`config.mk`:
```
export PLATFORM = sky130hd
export DESIGN_NAME = usr_param_shift_engine
export DESIGN_NICKNAME = d
export VERILOG_FILES = /design/src/rtl/usr_pkg.sv /design/src/rtl/usr_barrel_shift.sv /design/src/rtl/usr_param_shift_engine.sv
export SDC_FILE = /design/constraint.sdc
export NUM_CORES = 1
export LEC_CHECK = 0
export CORE_MARGIN = 10
export CORE_UTILIZATION = 50
export DETAILED_ROUTE_END_ITERATION = 8
export MAX_ROUTING_LAYER = met4
export PLACE_DENSITY = 0.78
export SETUP_SLACK_MARGIN = 0.15
export SKIP_LAST_GASP = 1
export SYNTH_ARGS = -nofsm -noshare
export SYNTH_HDL_FRONTEND = slang
export SYNTH_SLANG_ARGS = --single-unit
export TNS_END_PERCENT = 20
```
`constraint.sdc`:
```
create_clock -name Clk_In -period 1.7 [get_ports Clk_In]
set_input_delay 0.425 -clock Clk_In [delete_from_list [all_inputs] [get_ports Clk_In]]
set_output_delay 0.425 -clock Clk_In [all_outputs]
set_load 0.01 [all_outputs]
```
`src/rtl/usr_pkg.sv`:
```
// usr_pkg: mode codes and FSM state encoding shared by the parametrised shift engine.
package usr_pkg;
  localparam logic [2:0] MODE_HOLD  = 3'd0;
  localparam logic [2:0] MODE_LOAD  = 3'd1;
  localparam logic [2:0] MODE_SHR   = 3'd2;
  localparam logic [2:0] MODE_SHL   = 3'd3;
  localparam logic [2:0] MODE_ROR   = 3'd4;
  localparam logic [2:0] MODE_ROL   = 3'd5;
  localparam logic [2:0] MODE_ASR   = 3'd6;
  localparam logic [2:0] MODE_BURST = 3'd7;
  typedef enum logic {IDLE = 1'b0, BURST = 1'b1} state_t;
endpackage

```
`src/rtl/usr_barrel_shift.sv`:
```
// usr_barrel_shift: combinational next value for the multi-bit shift and rotate modes.
module usr_barrel_shift
  import usr_pkg::*;
#(
  parameter int WIDTH = 8,
  localparam int SHIFT_W = $clog2(WIDTH)
) (
  input  logic [WIDTH-1:0]   value,
  input  logic [2:0]         mode,
  input  logic [SHIFT_W-1:0] amount,
  input  logic               fill_left,
  input  logic               fill_right,
  output logic [WIDTH-1:0]   result
);
  logic               over;
  logic [SHIFT_W-1:0] n_s, n_r;
  logic [WIDTH-1:0]   shr, shl, ror, rol, asr;
  // amounts past the top only occur for non-power-of-2 widths: saturate shifts, wrap rotates
  assign over = {1'b0, amount} >= (SHIFT_W+1)'(WIDTH);
  assign n_s  = over ? SHIFT_W'(WIDTH-1) : amount;
  assign n_r  = over ? amount - SHIFT_W'(WIDTH) : amount;
  assign shr  = WIDTH'({{WIDTH{fill_left}}, value} >> n_s);
  assign shl  = WIDTH'(({value, {WIDTH{fill_right}}} << n_s) >> WIDTH);
  assign ror  = WIDTH'({value, value} >> n_r);
  assign rol  = WIDTH'(({value, value} << n_r) >> WIDTH);
  assign asr  = WIDTH'({{WIDTH{value[WIDTH-1]}}, value} >> n_s);
  always_comb
    result = mode == MODE_SHR ? shr :
             mode == MODE_SHL ? shl :
             mode == MODE_ROR ? ror :
             mode == MODE_ROL ? rol :
             mode == MODE_ASR ? asr : value;
endmodule

```
`src/rtl/usr_param_shift_engine.sv`:
```
// usr_param_shift_engine: parametrised universal shift register with handshake and counted serial burst.
module usr_param_shift_engine
  import usr_pkg::*;
#(
  parameter int WIDTH = 8,
  localparam int SHIFT_W = $clog2(WIDTH)
) (
  input  logic               Clk_In,
  input  logic               Reset_In,
  input  logic               Cmd_Valid_In,
  output logic               Cmd_Ready_Out,
  input  logic [2:0]         USR_Mode_In,
  input  logic [SHIFT_W-1:0] Shift_Amount_In,
  input  logic               Serial_Data_Left_In,
  input  logic               Serial_Data_Right_In,
  input  logic [WIDTH-1:0]   Parallel_Data_In,
  output logic               Serial_Data_Right_Out,
  output logic               Serial_Data_Left_Out,
  output logic [WIDTH-1:0]   Parallel_Data_Out,
  output logic               Busy_Out,
  output logic               Done_Out
);
  state_t             state;
  logic [WIDTH-1:0]   data, shifted;
  logic [SHIFT_W-1:0] count;
  logic               done;
  usr_barrel_shift #(.WIDTH(WIDTH)) u_shift (
    .value(data),
    .mode(USR_Mode_In),
    .amount(Shift_Amount_In),
    .fill_left(Serial_Data_Left_In),
    .fill_right(Serial_Data_Right_In),
    .result(shifted)
  );
  always_ff @(negedge Clk_In or posedge Reset_In)
    if (Reset_In) begin
      state <= IDLE;
      data  <= '0;
      count <= '0;
      done  <= 1'b0;
    end else begin
      done <= 1'b0;
      if (state == IDLE) begin
        if (Cmd_Valid_In && USR_Mode_In == MODE_BURST) begin
          data  <= {Serial_Data_Left_In, data[WIDTH-1:1]};
          count <= SHIFT_W'(WIDTH-1);
          state <= BURST;
        end else if (Cmd_Valid_In)
          data <= USR_Mode_In == MODE_LOAD ? Parallel_Data_In : shifted;
      end else begin
        data  <= {Serial_Data_Left_In, data[WIDTH-1:1]};
        count <= count - 1'b1;
        if (count == SHIFT_W'(1)) begin
          state <= IDLE;
          done  <= 1'b1;
        end
      end
    end
  assign Cmd_Ready_Out         = state == IDLE;
  assign Busy_Out              = state == BURST;
  assign Done_Out              = done;
  assign Parallel_Data_Out     = data;
  assign Serial_Data_Right_Out = data[0];
  assign Serial_Data_Left_Out  = data[WIDTH-1];
endmodule
```
# Word level (Yosys, flattened, before mapping)
# Index checks and enable logic that the tools add are counted.
[totals] reg_bits=13 output_inout_bits=13 word_cells=40 input_bits=19
[op_classes] n_eq_ne=8 reduce_logical=5 shifts=5 n_bitwise=1 addsub=1 muxes=16
[op_table] operator="8-bit two-way mux" count=9
[op_table] operator="16-bit by 3-bit >> shifter with 8-bit output" count=3
[op_table] operator="16-bit by 3-bit << shifter with 16-bit output" count=2
[op_table] operator="3-bit == test, second input constant" count=4
[op_table] operator="8-bit nonzero test" count=1
[op_table] operator="3-bit by 1-bit == test with 1-bit output, second input constant" count=2
[op_table] operator="3-bit by 2-bit == test with 1-bit output, second input constant" count=2
[op_table] operator="3-bit two-way mux" count=2
[op_table] operator="1-bit two-way mux" count=5
[op_table] operator="3-bit nonzero test" count=1
[op_table] operator="3-bit by 1-bit subtractor with 3-bit output, second input constant" count=1
[op_table] operator="2-bit AND reduction" count=1
[op_table] operator="2-bit nonzero test" count=1
[op_table] operator="1-bit logical AND" count=1
[op_table] operator="1-bit inverter" count=1

# Longest topological paths before layout
# Gate-level depths: netlist of run 1.
[depth] ltp_word=10 depth_mapped=8

# Cells and area by module
# From an unflattened synthesis of run 1, not the netlist that was laid out.
[unflattened] hier_cells=268 area_unflattened_um2=2172.1
[by_module_without_submodules] module="usr_barrel_shift" area_per_inst_um2=1456.4 n_inst=1 cells_each=194
[by_module_without_submodules] module="usr_param_shift_engine" area_per_inst_um2=715.7 n_inst=1 cells_each=74

==> key figures, run 1 <==
Run status
  • Status: complete, but fails checks
  • Failing checks: negative setup slack

GRT
  • Initial antenna violation count: 0
  • Vias in the first global route: 2528
  • Pin count of the biggest net entering global routing: 20
  • Total global routing overflow: 0
  • Total Routing Usage GR: 24.0%
  • First-pass GRT wire length: 13.6 mm

CTS
  • CTS Buf Count: 3
  • CTS tree: built
  • Htree depth: 1
  • Worst-Skew Late Latency: 0.28 ns
  • Clock Tree Root: clkbuf_8
  • Hold-fix buffers, CTS: 0
  • Clock sink count: 13
  • Worst-path clk slew: 0.05 ns
  • CTS Buffer Depth: 2

Logic synthesis
  • Cells after synthesis: 250
  • Prevailing post-synth register cell: dfrtn_1
  • Largest family of logic cells by synthesized area: multiplexers
  • Number of synthesized register bits: 13
  • Synth Area in XOR/XNOR: 0.420%
  • Adder-cell share of the synthesized area: 1.20%
  • Sequential share of the synthesized area: 15.6%
  • Synth Cell Area: 2080 µm²
  • Yosys warns: 0
  • Syn nets: 271
  • Compound-cell area share of the yosys netlist: 24.0%
  • Async S/R FF share, synth: 100%
  • Syn avg cell area: 8.33 µm²
  • Simple-gate area share of the yosys netlist: 19.2%
  • Synth unique cells: 55
  • Post-synthesis mux area share: 29.5%
  • EDFF count, synth: 0

Floorplan
  • Die area: 7150 µm²
  • I/O pins: 32
  • Die Height: 84.6 µm
  • Chip Width: 84.6 µm
  • # rows: 23
  • Initial Util: 51.7%
  • Placeable Area: 4030 µm²

Timing
  • RSZ-0062 raised after global routing: yes
  • Worst Tran Pin Value: 0.485 ns
  • Final WS setup: -0.965 ns
  • Hold Worst Slack: 0.436 ns
  • Relative slew margins: 67.6%
  • Clock Skew: 0.00889 ns
  • Hold Fails Final Rpt: 0
  • Final setup fails: 25
  • Final Max Slew Viols: 0

Worst setup path
  • CP arrival: 1.92 ns
  • Startpoint types: primary input
  • Crit Path Max Fanout: 5
  • Reg-to-Reg End: Parallel_Data_Out[5]$_DFFE_NP0P_
  • Reg2Reg Depth: 7
  • Crit path required time: 0.95 ns
  • Setup crit end kind: register
  • Crit Reg-Reg Startpoint: Parallel_Data_Out[1]$_DFFE_NP0P_
  • Worst Setup EP: Parallel_Data_Out[5]$_DFFE_NP0P_
  • R2R setup slack: -0.31 ns
  • Crit path from: Shift_Amount_In[0]
  • Crit Path Class: primary input to register

Placed design
  • Placer congestion estimate: 1.01
  • Detailed placement HPWL: 6.04 mm
  • Input/output buffers: 31
  • Placed cells: 372

Flow run
  • Max-cap violations: 0

Power and ir drop
  • VDD IR max: 1.33 mV
  • Pwr Total: 4000 µW
  • Pleak: 0.00135 µW
  • Power density cells: 1250 nW/µm²

Min path
  • Hold Path Class: register to register
  • Worst hold start: count[0]$_DFFE_NP0P_

Layout
  • Fin nets: 360
  • ANT cells: 0
  • Fin cells: 388
  • Area grow syn2layout: 54.0%
  • Fraction of layout instances using a drive strength above 1: 44.7%

Drt
  • Drt drc: 0
  • Routed length per instance: 23.5 µm
  • Drt initial violations: 445
  • DR vias/cell: 6.99
  • Routed Antenna Nets: 0
  • Via Count: 2712
  • Drt pass-1 iters: 5
  • Routed wire length: 9.12 mm
-- report_power, final --
group | switching, µW | internal [µW]
Clock | 147 | 163
Combinational | 1620 | 1470
Sequential | 132 | 470
-- worst max-delay path, cell delays in order --
cell	delay (ns)
buf_8	0.08
buf_8	0.12
mux4_2	0.54
buf_4	0.16
nand3_1	0.09
nand3_1	0.15
a21oi_1	0.20
o21ai_0	0.15
-- how the worst min path moves through the flow --
stage	endpoint	cells past startpoint
after CTS	count[0]$_DFFE_NP0P_	1
after global routing	count[0]$_DFFE_NP0P_	1
final	count[0]$_DFFE_NP0P_	1
after floorplan	count[0]$_DFFE_NP0P_	1
after detailed placement	count[0]$_DFFE_NP0P_	1
after global placement	count[0]$_DFFE_NP0P_	1
-- sequential cells by signal, summed over array words and instances (netlist names) --
signal             cells
Busy_Out               1
count                  3
Parallel_Data_Out      8
Done_Out               1
-- area by class of cell --
class                           count  area, µm²
Clock buffer                        3       41.3
Clock inverter                      1       5.00
Fill cell                         265        821
Inverter                            9       35.0
Multi-Input combinational cell    197       1730
Sequential cell                    13        325
Tap cell                           50       62.6
Timing Repair Buffer              115       1010
-- synthesized netlist by cell type (2+ instances only) --
| master | number | area (µm²) |
|---|---|---|
| o211ai_1 | 2 | 15.0 |
| nand4_1 | 2 | 12.5 |
| mux4_1 | 2 | 52.6 |
| buf_4 | 3 | 22.5 |
| ha_1 | 2 | 25.0 |
| o22ai_1 | 5 | 31.3 |
| clkbuf_1 | 12 | 45.0 |
| a221oi_1 | 3 | 26.3 |
| nand2b_1 | 2 | 12.5 |
| dfrtn_1 | 13 | 325 |
| o31ai_1 | 2 | 15.0 |
| o21ai_1 | 3 | 15.0 |
| a211oi_1 | 2 | 15.0 |
| mux2_2 | 7 | 78.8 |
| o21ai_0 | 14 | 70.1 |
| a21oi_1 | 20 | 100 |
| mux4_2 | 13 | 293 |
| buf_6 | 3 | 33.8 |
| nand3b_1 | 4 | 30.0 |
| and2_1 | 3 | 18.8 |
| mux2i_1 | 19 | 190 |
| nor2_1 | 19 | 71.3 |
| nor2b_1 | 5 | 31.3 |
| nand3_1 | 6 | 30.0 |
| nor3_1 | 6 | 30.0 |
| a21o_1 | 2 | 15.0 |
| nor4_1 | 3 | 18.8 |
| nor3b_1 | 2 | 15.0 |
| inv_1 | 8 | 30.0 |
| a22oi_1 | 5 | 37.5 |
| a2111oi_0 | 4 | 35.0 |
| buf_2 | 9 | 45.0 |
| buf_1 | 3 | 11.3 |
| o311ai_0 | 2 | 17.5 |
| nand2_1 | 18 | 67.6 |
| a31oi_1 | 3 | 18.8 |
-- per-layer routing --
metal / GRT usage, % / vias to the layer above / part of all wire (%)
met3: 5.41 / 62 / 12
met4: 10.0 / 0 / 5.4
met2: 37.6 / 238 / 47
li1: - / 1130 / -
met5: - / - / 0
met1: 28.9 / 1282 / 36
-- repair_timing --
item | in CTS | in global routing
gates resized for setup | 76 | 17
endpoints found under the setup margin | 25 | 25
endpoints found under the hold margin | 0 | 0
buffers inserted | 9 | 2
pin swaps | 12 | 4
gates cloned | 1 | 0
-- cell usage in the layout, fill, tap and decap left out, types with 3 or more instances in the layout --
cell type / n
clkbuf_8: 3
a221oi_2: 3
a21oi_1: 18
mux4_2: 15
mux2i_1: 14
o21ai_1: 8
nor2_2: 3
nor3_1: 3
nor2b_1: 4
nand2_1: 16
a31oi_1: 3
buf_4: 68
o22ai_1: 4
clkdlybuf4s50_1: 17
nor2_1: 16
nand3b_1: 4
inv_1: 7
dfrtn_1: 13
o21ai_0: 9
buf_12: 3
buf_6: 12
nand3_1: 6
dlygate4sd2_1: 8
mux2_2: 6
buf_2: 3
a22oi_1: 5
mux2i_2: 4
-- metrics by stage --
step	setup TNS [ns]	setup WS [ns]	utilization (%)	instance area [µm²]
2_1_floorplan	-10.30	-0.977	-	2110
4_1_cts	-18.41	-0.846	78.2	3150
3_5_place_dp	-24.45	-1.68	71.1	2870
3_3_place_gp	-23.99	-1.64	71.1	2870
5_1_grt	-19.68	-1.02	79.6	3210
6_report	-18.96	-0.965	79.6	3210
-- logic make-up (layout without fill, tap and decap cells) --
group                      after synthesis  in the layout
AOI/OAI and AO/OA                       76             76
xor gates and xnor gates                 1              1
adders and majority gates                2              2
buffers and inverters                   40            128
DFF                                     13             13
muxes                                   41             41
and+or+nand+nor                         77             77
(Power assumes the default switching activity.)
==> run 2: changes to the inputs <==
Settings changed: CORE_UTILIZATION 50 to 42, PLACE_DENSITY 0.78 to 0.67.
==> key figures, run 2 (synthesis gave the netlist of run 1 again) <==
Worst setup path
  • Family with the most delay on the worst path: compound AO/OA/AOI/OAI gates
  • R2R setup slack: -0.22 ns (+0.09 ns)
  • Startpoint types: primary input
  • Critical path depth: 8 (unchanged)
  • Setup crit end kind: register
  • Crit Path Max Fanout: 8 (+3)
  • CP Buf/Inv Count: 3 (unchanged)
  • Crit-path most repeated cell: buf_12
  • Crit path required time: 0.94 ns (about the same)
  • CP peak stage delay: 0.42 ns (-0.12 ns)
  • Reg2Reg Depth: 7 (unchanged)
  • Slowest-stage cell, CP: a2111oi_4
  • Cell Chain, Critical Path: buf_12 > buf_12 > buf_4 > and4b_1 > a211oi_2 > o22ai_2 > a2111oi_4 > nor4_2
  • Crit Path Class: primary input to register
  • CP arrival: 1.90 ns (-0.02 ns)

Layout
  • FF+latch area: 325 µm² (unchanged)
  • Most frequent cells in the layout: buf_4, clkdlybuf4s50_1, mux2i_1, nor2_1, a21oi_1
  • Fin nets: 374 (+3.9%)
  • Commonest non-fill, non-tap cell in the layout: buf_4
  • Fillers: 373 (+41%)
  • Final core occ: 71.5% (-8.2 points)
  • Fraction of layout instances using a drive strength above 1: 45.7% (+1.1 points)
  • Fin area: 3400 µm² (+5.9%)
  • Area grow syn2layout: 63.1%
  • Area of the multi-input gates: 1720 µm² (-0.72%)
  • Max reg flops: 8 (unchanged)
  • ANT cells: 0 (unchanged)

Power and ir drop
  • VDD IR max: 1.35 mV (+1.5%)
  • Power density cells: 1210 nW/µm² (-2.5%)
  • Pleak: 0.00143 µW (+6.0%)

Min path
  • Hold Path Class: register to register
  • Hold depth: 1 (unchanged)

CTS
  • Clock Tree Root: clkbuf_8
  • CTS Buf Count: 3 (unchanged)
  • CTS Buffer Depth: 2 (unchanged)
  • Htree depth: 1 (unchanged)
  • Worst-Skew Late Latency: 0.26 ns (-0.02 ns)
  • Clock sink count: 13 (unchanged)
  • Worst-path clk slew: 0.04 ns (about the same)
  • CTS tree: built

GRT
  • Total Routing Usage GR: 20.6% (-3.4 points)
  • First-pass GRT wire length: 13.6 mm (-0.35%)
  • Total global routing overflow: 0 (unchanged)
  • Initial antenna violation count: 0 (unchanged)
  • Pin count of the biggest net entering global routing: 20 (unchanged)
  • Vias in the first global route: 2509 (-0.75%)

Floorplan
  • Initial Util: 43.8% (-7.9 points)
  • Placeable Area: 4750 µm² (+18%)
  • Die Height: 90.4 µm (+7.0%)
  • I/O pins: 32 (unchanged)
  • # rows: 25 (+8.7%)
  • Die area: 8180 µm² (+14%)
  • Chip Width: 90.4 µm (+7.0%)

Timing
  • Clock Skew: 0.00400 ns (-0.00489 ns)
  • Final setup fails: 25 (unchanged)
  • Worst Tran Pin Value: 0.476 ns (-0.00981 ns)
  • Hold Fails Final Rpt: 0 (unchanged)
  • RSZ-0062 raised after global routing: yes
  • Final Max Slew Viols: 0 (unchanged)
  • Relative slew margins: 68.2% (+0.66 points)
  • Final WS setup: -0.961 ns (+0.00401 ns)

Placed design
  • Input/output buffers: 31 (unchanged)
  • Detailed placement HPWL: 6.04 mm (about the same)
  • Placer congestion estimate: 1.03 (+2.0%)
  • Placed inst area: 2930 µm² (+2.1%)
  • Worst slack, placed: -1.88 ns (-0.201 ns)

Drt
  • Drt drc: 0 (unchanged)
  • Routed length per instance: 21.0 µm (-11%)
  • Routed wire length: 8.79 mm (-3.6%)
  • Drt pass-1 iters: 5 (unchanged)
  • DR vias/cell: 6.38 (-8.7%)
  • Drt initial violations: 373 (-16%)
  • Via Count: 2675 (-1.4%)
  • Routed Antenna Nets: 0 (unchanged)

Run status
  • Status: complete, but fails checks
  • Failing checks: negative setup slack

Flow run
  • Max-cap violations: 0 (unchanged)
[run 2: cell count changes in the layout (fill, tap and decap cells not counted), moves of 3 or more]
cell | previous run | this run
dlygate4sd2_1 | 8 | 4
clkdlybuf4s50_1 | 17 | 21
buf_4 | 68 | 79
buf_12 | 3 | 7
mux2i_1 | 14 | 18
mux2i_2 | 4 | 1
[run 2: power breakdown]
group          switching (µW)  total, µW  internal, µW
Sequential                101        571           470
Clock                     118        280           162
Combinational            1640       3280          1630
Total                    1860       4130          2260
[run 2: path summary, 6_finish.rpt]
check                                                      start                                to
worst max-delay path                          Shift_Amount_In[0]  Parallel_Data_Out[1]$_DFFE_NP0P_
max in group asynchronous                               Reset_In  Parallel_Data_Out[1]$_DFFE_NP0P_
worst max register to register  Parallel_Data_Out[7]$_DFFE_NP0P_  Parallel_Data_Out[0]$_DFFE_NP0P_
min in group asynchronous                               Reset_In  Parallel_Data_Out[6]$_DFFE_NP0P_
worst min-delay path                        count[0]$_DFFE_NP0P_              count[0]$_DFFE_NP0P_
worst min register to register              count[0]$_DFFE_NP0P_              count[0]$_DFFE_NP0P_
[run 2: worst register-to-register path, stage by stage (launching register included)]
cell	delay (ns)
dfrtn_1	0.42
buf_4	0.25
mux2i_1	0.14
mux4_2	0.55
buf_6	0.15
a22oi_2	0.15
nor2b_1	0.07
o21ai_1	0.18
[run 2: cell type report]
type	instances	share of cell area, %
multi-input combinational	197	50.6
tap	67	2.47
clock buffer	3	1.22
sequential	13	9.57
clock inverter	1	0.147
timing repair buffer	129	34.9
inverter	9	1.07
[run 2: through the flow]
stage                     hold WS, ns  std cells  power, µW  setup TNS, ns
after floorplan                 0.401        250       2190         -10.30
after global placement          0.422        391       3330         -24.49
after detailed placement        0.441        391       3360         -24.68
after CTS                       0.440        413       3880         -18.81
after global routing            0.467        419       4320         -19.67
final                           0.437        419       4130         -18.73
[run 2: per-layer routing]
metal / vias up / GRT usage [%] / part of all wire (%)
li1: 1161 / - / -
met1: 1254 / 25.8 / 40
met2: 201 / 32.8 / 46
met3: 59 / 2.99 / 9.8
met4: 0 / 7.56 / 4.4
met5: - / - / 0
[run 2: timing repair]
item,CTS,global route
buffers inserted,15,6
pin swaps,19,5
hold buffers,0,0
endpoints found under the setup margin,25,25
resized for setup,77,16
cloned,3,0
==> run 3: changes to the inputs <==
Settings changed: PLACE_DENSITY 0.67 to unset.
Clock period 1.7 ns to 3.05 ns, I/O delays scaled along.
==> key figures, run 3 (synthesis gave the netlist of run 1 again) <==
Power and ir drop
  • Power density cells: 668 nW/µm² (-45%)
  • VDD IR max: 0.618 mV (-54%)
  • Pleak: 0.00150 µW (+4.5%)

Layout
  • Final core occ: 74.8% (+3.3 points)
  • Area grow syn2layout: 70.7%
  • Max reg flops: 8 (unchanged)
  • Commonest non-fill, non-tap cell in the layout: buf_4
  • Fillers: 370 (-0.80%)
  • Most frequent cells in the layout: buf_4, clkdlybuf4s50_1, buf_6, a21oi_1, nor2_1
  • ANT cells: 0 (unchanged)
  • Fin nets: 382 (+2.1%)
  • Fraction of layout instances using a drive strength above 1: 50.3% (+4.5 points)
  • Fin area: 3560 µm² (+4.6%)

CTS
  • Htree depth: 1 (unchanged)
  • Clock Tree Root: clkbuf_8
  • CTS Buffer Depth: 2 (unchanged)
  • Clock sink count: 13 (unchanged)
  • CTS tree: built
  • Worst-path clk slew: 0.04 ns (about the same)
  • Worst-Skew Late Latency: 0.26 ns (about the same)
  • CTS Buf Count: 3 (unchanged)

Placed design
  • Worst slack, placed: -1.54 ns (+0.342 ns)
  • Placer congestion estimate: 1.02 (-1.1%)
  • Detailed placement HPWL: 6.13 mm (+1.4%)
  • Placed inst area: 2960 µm² (+1.2%)
  • Input/output buffers: 31 (unchanged)

Timing
  • Hold Worst Slack: 0.438 ns (+0.000582 ns)
  • Final WS setup: -0.611 ns (+0.350 ns)
  • Final Max Slew Viols: 0 (unchanged)
  • Worst Tran Pin Value: 0.378 ns (-0.0976 ns)
  • Clock Skew: 0.000538 ns (-0.00347 ns)
  • Relative slew margins: 74.1% (+5.9 points)
  • Setup TNS: -11.03 ns (+7.71 ns)
  • RSZ-0062 raised after global routing: yes
  • Final setup fails: 25 (unchanged)
  • Hold Fails Final Rpt: 0 (unchanged)

GRT
  • Total Routing Usage GR: 21.1% (+0.50 points)
  • First-pass GRT wire length: 13.8 mm (+1.6%)
  • Vias in the first global route: 2586 (+3.1%)
  • Total global routing overflow: 0 (unchanged)
  • Pin count of the biggest net entering global routing: 21 (+5.0%)
  • Initial antenna violation count: 0 (unchanged)

Run status
  • Failing checks: negative setup slack
  • Status: complete, but fails checks

Drt
  • Via Count: 2643 (-1.2%)
  • DR vias/cell: 6.19 (-3.0%)
  • Routed length per instance: 20.9 µm (-0.46%)
  • Drt drc: 0 (unchanged)
  • Drt pass-1 iters: 6 (+1)
  • Drt initial violations: 362 (-2.9%)
  • Routed Antenna Nets: 0 (unchanged)
  • Routed wire length: 8.92 mm (+1.4%)

Worst setup path
  • R2R setup slack: 1.12 ns (+1.34 ns)
  • Crit Path Class: primary input to register
  • Crit path required time: 1.81 ns (+0.87 ns)
  • CP arrival: 2.42 ns (+0.52 ns)
  • Crit Path Max Fanout: 6 (-2)
  • Startpoint types: primary input
  • Setup crit end kind: register

Floorplan
  • Chip Width: 90.4 µm (unchanged)
  • Initial Util: 43.8% (unchanged)
  • Die area: 8180 µm² (unchanged)
  • I/O pins: 32 (unchanged)
  • Die Height: 90.4 µm (unchanged)
  • Placeable Area: 4750 µm² (unchanged)
  • # rows: 25 (unchanged)

Min path
  • Hold Path Class: register to register

Flow run
  • Max-cap violations: 0 (unchanged)
## run 3: cell count changes in the layout (fill, tap and decap cells not counted), moves of 3 or more
cell     change
mux2i_1      -4
buf_12       -4
nor3_2       -3
mux2i_2      +3
buf_6       +10
## run 3: worst max-delay path, cell delays in order
cell and delay, ns:
buf_12 0.11, buf_6 0.12, buf_16 0.13, mux2i_2 0.16, mux4_2 0.51, o21ai_2 0.18, o311ai_2 0.14, buf_4 0.17
a21oi_2 0.14
## run 3: through the flow
step | instances | total power, µW
after floorplan | 250 | 1220
after global placement | 399 | 1920
after detailed placement | 399 | 1920
after CTS | 424 | 2260
after global routing | 427 | 2510
final | 427 | 2380
## run 3: area by class of cell
class,count,area (µm²),share of cell area [%]
Clock buffer,4,45.0,1.27
Sequential cell,13,325,9.15
Timing Repair Buffer,137,1260,35.4
Inverter,9,38.8,1.09
Tap cell,67,83.8,2.36
Multi-Input combinational cell,197,1800,50.7
## run 3: metal layers
layer	GRT usage (%)	vias up	routed length, µm
met3	4.74	24	796
li1	-	1177	-
met2	32.8	168	4110
met1	26.7	1274	3720
met5	-	-	0
met4	5.84	0	291
## run 3: repair_timing
| action | CTS | global route |
|---|---|---|
| resized for setup | 97 | 21 |
| endpoints found under the setup margin | 25 | 25 |
| hold buffers | 0 | 0 |
| cloned | 2 | 0 |
| pin swaps | 27 | 11 |
| buffers inserted | 19 | 3 |
## run 3: worst paths after layout
check                      cells after the start                        startpoint                          endpoint
setup / recovery                               9                Shift_Amount_In[0]  Parallel_Data_Out[4]$_DFFE_NP0P_
max in group asynchronous                      3                          Reset_In  Parallel_Data_Out[7]$_DFFE_NP0P_
min in group asynchronous                      3                          Reset_In  Parallel_Data_Out[4]$_DFFE_NP0P_
hold reg to reg                                1              count[2]$_DFFE_NP0P_                Done_Out$_DFF_NP0_
setup reg to reg                               7  Parallel_Data_Out[7]$_DFFE_NP0P_  Parallel_Data_Out[4]$_DFFE_NP0P_
hold / removal                                 1              count[2]$_DFFE_NP0P_                Done_Out$_DFF_NP0_
## run 3: power by group
part | internal, µW | switching, µW | total (µW) | leakage [µW]
clock | 92.5 | 65.8 | 158 | 0.0000228
combinational | 958 | 943 | 1900 | 0.00132
sequential | 262 | 54.4 | 316 | 0.000152
